==> src/rtl/low_freq_generator.sv <==
// ============================================================================
//  Module      : low_freq_generator
//  Description : Square-wave generator driven by a 4-digit BCD frequency in Hz;
//                half-period = (CLK_HZ/2) / freq, found by restoring division.
//  Revision    : 1.0 - initial release
// ============================================================================
`default_nettype none

module low_freq_generator #(
    parameter int CLK_HZ = 100_000_000,
    parameter int W      = 27
) (
    input  logic       clk,
    input  logic       reset,
    input  logic       start,
    input  logic       stop,
    input  logic [3:0] bcd3,
    input  logic [3:0] bcd2,
    input  logic [3:0] bcd1,
    input  logic [3:0] bcd0,
    output logic       sq_out,
    output logic       ready,
    output logic       done_tick,
    output logic       err
);

    localparam logic [W-1:0] c_DIVIDEND = W'(CLK_HZ / 2);
    localparam int           c_CW       = $clog2(W);
    localparam logic [c_CW-1:0] c_DIV_LAST = c_CW'(W - 1);

    typedef enum logic [1:0] {
        S_IDLE = 2'd0,
        S_CONV = 2'd1,
        S_DIV  = 2'd2,
        S_RUN  = 2'd3
    } state_t;

    state_t          r_state;
    state_t          w_next_state;

    logic [15:0]     r_bcd;
    logic            r_bad;
    logic [1:0]      r_idx;
    logic [13:0]     r_acc;
    logic [W-1:0]    r_rem;
    logic [W-1:0]    r_quo;
    logic [c_CW-1:0] r_dcnt;
    logic [W-1:0]    r_half;
    logic [W-1:0]    r_cnt;
    logic            r_sq;
    logic            r_done;
    logic            r_err;

    logic            w_accept;
    logic            w_in_bad;
    logic [3:0]      w_digit;
    logic [13:0]     w_acc_next;
    logic            w_conv_last;
    logic            w_conv_bad;
    logic [W-1:0]    w_divisor;
    logic [W:0]      w_shift;
    logic            w_ge;
    logic [W-1:0]    w_rem_next;
    logic [W-1:0]    w_quo_next;
    logic            w_div_last;
    logic            w_cnt_wrap;

    // A new request is taken only in idle or run, and stop always wins.
    assign w_accept = start && !stop && (r_state == S_IDLE || r_state == S_RUN);
    assign w_in_bad = (bcd3 > 4'd9) || (bcd2 > 4'd9) || (bcd1 > 4'd9) || (bcd0 > 4'd9);

    // Digits are shifted out of the top nibble, most significant first.
    assign w_digit     = r_bcd[15:12];
    assign w_acc_next  = 14'(r_acc * 14'd10) + {10'd0, w_digit};
    assign w_conv_last = (r_idx == 2'd3);
    assign w_conv_bad  = r_bad || (w_acc_next == 14'd0);

    // Remainder stays below the divisor, so the difference fits in W bits.
    assign w_divisor  = W'(r_acc);
    assign w_shift    = {r_rem, r_quo[W-1]};
    assign w_ge       = (w_shift >= {1'b0, w_divisor});
    assign w_rem_next = w_ge ? (w_shift[W-1:0] - w_divisor) : w_shift[W-1:0];
    assign w_quo_next = {r_quo[W-2:0], w_ge};
    assign w_div_last = (r_dcnt == c_DIV_LAST);

    assign w_cnt_wrap = (r_cnt == (r_half - W'(1)));

    always_ff @(posedge clk) begin
        if (reset) begin
            r_state <= S_IDLE;
        end else begin
            r_state <= w_next_state;
        end
    end

    always_comb begin
        w_next_state = r_state;
        ready        = 1'b0;
        case (r_state)
            S_IDLE: begin
                ready = 1'b1;
                if (w_accept) begin
                    w_next_state = S_CONV;
                end
            end
            S_CONV: begin
                if (stop) begin
                    w_next_state = S_IDLE;
                end else if (w_conv_last) begin
                    w_next_state = w_conv_bad ? S_IDLE : S_DIV;
                end
            end
            S_DIV: begin
                if (stop) begin
                    w_next_state = S_IDLE;
                end else if (w_div_last) begin
                    w_next_state = S_RUN;
                end
            end
            S_RUN: begin
                if (stop) begin
                    w_next_state = S_IDLE;
                end else if (w_accept) begin
                    w_next_state = S_CONV;
                end
            end
            default: w_next_state = S_IDLE;
        endcase
    end

    always_ff @(posedge clk) begin
        if (reset) begin
            r_bcd  <= '0;
            r_bad  <= 1'b0;
            r_idx  <= '0;
            r_acc  <= '0;
            r_rem  <= '0;
            r_quo  <= '0;
            r_dcnt <= '0;
            r_half <= '0;
            r_cnt  <= '0;
            r_sq   <= 1'b0;
            r_done <= 1'b0;
            r_err  <= 1'b0;
        end else begin
            r_done <= 1'b0;
            if (w_accept) begin
                r_bcd <= {bcd3, bcd2, bcd1, bcd0};
                r_bad <= w_in_bad;
                r_idx <= '0;
                r_acc <= '0;
                r_err <= 1'b0;
                r_sq  <= 1'b0;
            end
            case (r_state)
                S_CONV: begin
                    r_acc  <= w_acc_next;
                    r_bcd  <= {r_bcd[11:0], 4'd0};
                    r_idx  <= r_idx + 2'd1;
                    r_rem  <= '0;
                    r_quo  <= c_DIVIDEND;
                    r_dcnt <= '0;
                    if (w_conv_last && w_conv_bad && !stop) begin
                        r_err <= 1'b1;
                    end
                end
                S_DIV: begin
                    r_rem  <= w_rem_next;
                    r_quo  <= w_quo_next;
                    r_dcnt <= r_dcnt + c_CW'(1);
                    if (w_div_last && !stop) begin
                        r_half <= (w_quo_next == '0) ? W'(1) : w_quo_next;
                        r_done <= 1'b1;
                        r_sq   <= 1'b1;
                        r_cnt  <= '0;
                    end
                end
                S_RUN: begin
                    if (!w_accept && !stop) begin
                        if (w_cnt_wrap) begin
                            r_sq  <= ~r_sq;
                            r_cnt <= '0;
                        end else begin
                            r_cnt <= r_cnt + W'(1);
                        end
                    end
                end
                default: ;
            endcase
            if (stop && r_state != S_IDLE) begin
                r_sq <= 1'b0;
            end
        end
    end

    assign sq_out    = r_sq;
    assign done_tick = r_done;
    assign err       = r_err;

endmodule

`default_nettype wire

==> config.mk <==
export PLATFORM = sky130hd
export DESIGN_NAME = low_freq_generator
export DESIGN_NICKNAME = d
export VERILOG_FILES = /design/src/rtl/low_freq_generator.sv
export SDC_FILE = /design/constraint.sdc
export NUM_CORES = 1
export LEC_CHECK = 0
export BUFFER_PORTS_ARGS = -buffer_cell sky130_fd_sc_hd__buf_2
export CAP_MARGIN = 0
export CORE_ASPECT_RATIO = 0.5
export CORE_MARGIN = 3
export CORE_UTILIZATION = 63
export DETAILED_ROUTE_END_ITERATION = 8
export GPL_ROUTABILITY_DRIVEN = 0
export GPL_TIMING_DRIVEN = 1
export PLACE_DENSITY = 0.8
export SLEW_MARGIN = 5
export SYNTH_ARGS = -nofsm -noshare
export SYNTH_HDL_FRONTEND = slang
export SYNTH_SLANG_ARGS = --single-unit
==> constraint.sdc <==
create_clock -name clk -period 4.8 [get_ports clk]
set_clock_uncertainty 0.15 [all_clocks]
set_input_delay 0.24 -clock clk [delete_from_list [all_inputs] [get_ports clk]]
set_output_delay 0.24 -clock clk [all_outputs]
set_load 0.1 [all_outputs]
==> results.json <==
{
  "status": "complete, no violations",
  "final_core_utilization_pct": 71.8,
  "fin_tns_setup_ns": 0,
  "vias": 8057,
  "synth_area_leader_cell": "dfxtp_1",
  "num_rows": 30,
  "ys.warnings.count": 0,
  "cts_root_buffer": "clkbuf_16",
  "synthFlopType": "dfxtp_1",
  "grt_max_degree": 65,
  "cts_made_buffers": 17,
  "post_cts_buffers": 0,
  "ys_seq_area_share_pct": 33.0,
  "num_antenna_cells": 0,
  "intPower_mw": 2.10,
  "grt_pass1_wl_um": 36400,
  "ir_drop_mv": 0.268,
  "synth_top_area_share_pct": 33.0,
  "fillers": 1105,
  "insertion_delay_ns": 0.43,
  "dr.pass1.iters": 5,
  "fp.dieH_um": 91.2,
  "drive_gt1_share_pct": 9.36,
  "max_freq_mhz": 242,
  "grt_pass1_vias": 7708,
  "layout_common_cells": "153 x nand2_1, 151 x dfxtp_1, 114 x nor2_1, 107 x a21oi_1, 53 x xor2_1",
  "cp-end-kind": "flop",
  "synth_seq_cells": 151,
  "power.switching_mw": 0.775,
  "clkPwrFrac_pct": 47.7,
  "htreeDepth": 4,
  "path_class": "reg2reg",
  "nets": 1209,
  "groute.usage.overall_pct": 26.9,
  "cts_tree": "built",
  "clk_pin_slew_ns": 0.07,
  "relSlewSlack_pct": 17.8,
  "netlist_top_cells_area": "dfxtp_1 33%, nand2_1 6.3%, ha_1 6.2%, a21oi_1 5.9%, xor2_1 5.1%",
  "rsz0062_at_grt": "false",
  "syn_area_mm2": 0.00915,
  "period_needed_ns": 4.13,
  "synth.avg_cell_area_um2": 8.01,
  "die_area_mm2": 0.0161,
  "port-buffer-count": 23,
  "final_common_cell": "nand2_1",
  "async_flop_share_pct": 0,
  "clock_sinks": 151,
  "vias_per_cell": 5.99,
  "initial_core_util_pct": 65.9,
  "syn_to_final_growth_pct": 8.90,
  "path_max_fanout": 5,
  "finalSetupViolations": 0,
  "crit_path_start_kind": "flop",
  "power_frac_seq_pct": 44.9,
  "synth_edf_count": 0,
  "drcViolationCount": 0,
  "syn_nets": 1211,
  "synth_cells": 1143,
  "hp-class": "in2reg",
  "routed_wl_um": 20900,
  "critical_path_required_ns": 4.98,
  "antenna_found_initial": 0,
  "leakage_nw": 3.88,
  "io_pins": 24,
  "p_per_area_mw_per_mm2": 288,
  "ant_nets": 0,
  "die_width_um": 176,
  "overflow": 0,
  "place_area_mm2": 0.00933,
  "hpwlAfterDp_um": 14400,
  "coreArea_mm2": 0.0139,
  "hold_viol": 0,
  "arrival_ns": 4.31,
  "clockBufferDepth": 2,
  "synth_cell_types": 78,
  "maxSlewViolCount": 0,
  "comb_power_share_pct": 7.4,
  "fin_crit_sh_pct": 86.0,
  "drtIter0Drc": 626,
  "tightest_slew_ns": 1.23,
  "fin_hold_ws_ns": 0.0536,
  "switching_share_pct": 27.0,
  "stdcell_area_mm2": 0.00997,
  "drv_cap": 0,
  "wire_per_inst_um": 15.5
}
-- synthesized netlist by cell type (all sizes together), types with 28 or more instances --
library cell  number
dfxtp            151
nor3              32
nand3             38
a21oi            108
xnor2             45
inv               48
nand2            153
nand4             28
clkbuf            41
ha                45
o21ai             41
xor2              53
nor2             134
-- critical path, stage by stage (launching register included) --
cell and delay [ns]:
dfxtp_1 0.38, ha_1 0.33, ha_1 0.19, inv_1 0.06, fa_1 0.39, xnor2_1 0.29
nand3b_1 0.18, nor4_1 0.42, nand4_1 0.20, or3b_1 0.40, xnor3_1 0.21, or4_1 0.56
a221oi_1 0.28
-- flip-flops by register name (all words and copies together), names as in the netlist, 2 cells and up --
signal and count:
r_idx 2, r_state 2, r_rem 27, r_bcd 16, r_half 27, r_quo 27
r_dcnt 5, r_cnt 27, r_acc 14
-- final timing paths --
path	startpoint	to	slack [ns]	depth (start not counted)
setup / recovery	r_acc[1]	err	0.67	12
hold / removal	bcd3[0]	r_bcd[12]	0.05	5
setup reg to reg	r_acc[1]	err	0.67	12
hold reg to reg	r_rem[12]	r_rem[12]	0.32	2
-- stage by stage --
stage               instances  worst slack, ns  total power [mW]
floorplan                1143             1.13              1.48
global placement         1310            0.883              1.52
detailed placement       1310            0.739              1.52
CTS                      1346            0.702              2.88
global route             1346            0.473              2.96
finish                   1346            0.672              2.87
-- final cells by class --
type / count / area, µm² / share of cell area (%)
clock buffers: 18 / 439 / 4.41
clock inverters: 14 / 156 / 1.57
inverters: 48 / 180 / 1.81
multi-input cells: 890 / 5730 / 57.4
flip-flops and latches: 151 / 3020 / 30.3
well taps: 192 / 240 / 2.41
repair buffers: 33 / 203 / 2.03
-- layer usage --
metal	vias to the layer above	global-route usage (%)	share of wire [%]
met1	3806	35.4	46
met2	211	45.1	48
met3	36	5.01	4.4
met5	-	0	0
met4	0	8.16	1.6
li1	4004	-	-
-- cell families after synthesis --
logic type	after synthesis	synth area share, %
mux	16	1.75
flops	151	33.0
xor+xnor	99	9.62
fa+ha+maj	48	6.81
compound gates	241	16.8
simple gates	486	27.6
buf+inv	102	4.44
-- what timing repair did --
action / 4_1_cts / 5_1_grt
endpoints found under the hold margin: 4 / 0
gates resized for setup: 0 / 0
hold buffers: 4 / 0
-- power by group through the flow --
stage               logic [mW]  clock network, mW  registers, mW
finish                   0.211               1.37           1.29
CTS                      0.209               1.38           1.29
global route             0.236               1.44           1.29
global placement         0.199                  0           1.32
detailed placement       0.204                  0           1.32
floorplan                0.165                  0           1.31
Power figures use the tool's default switching activity.
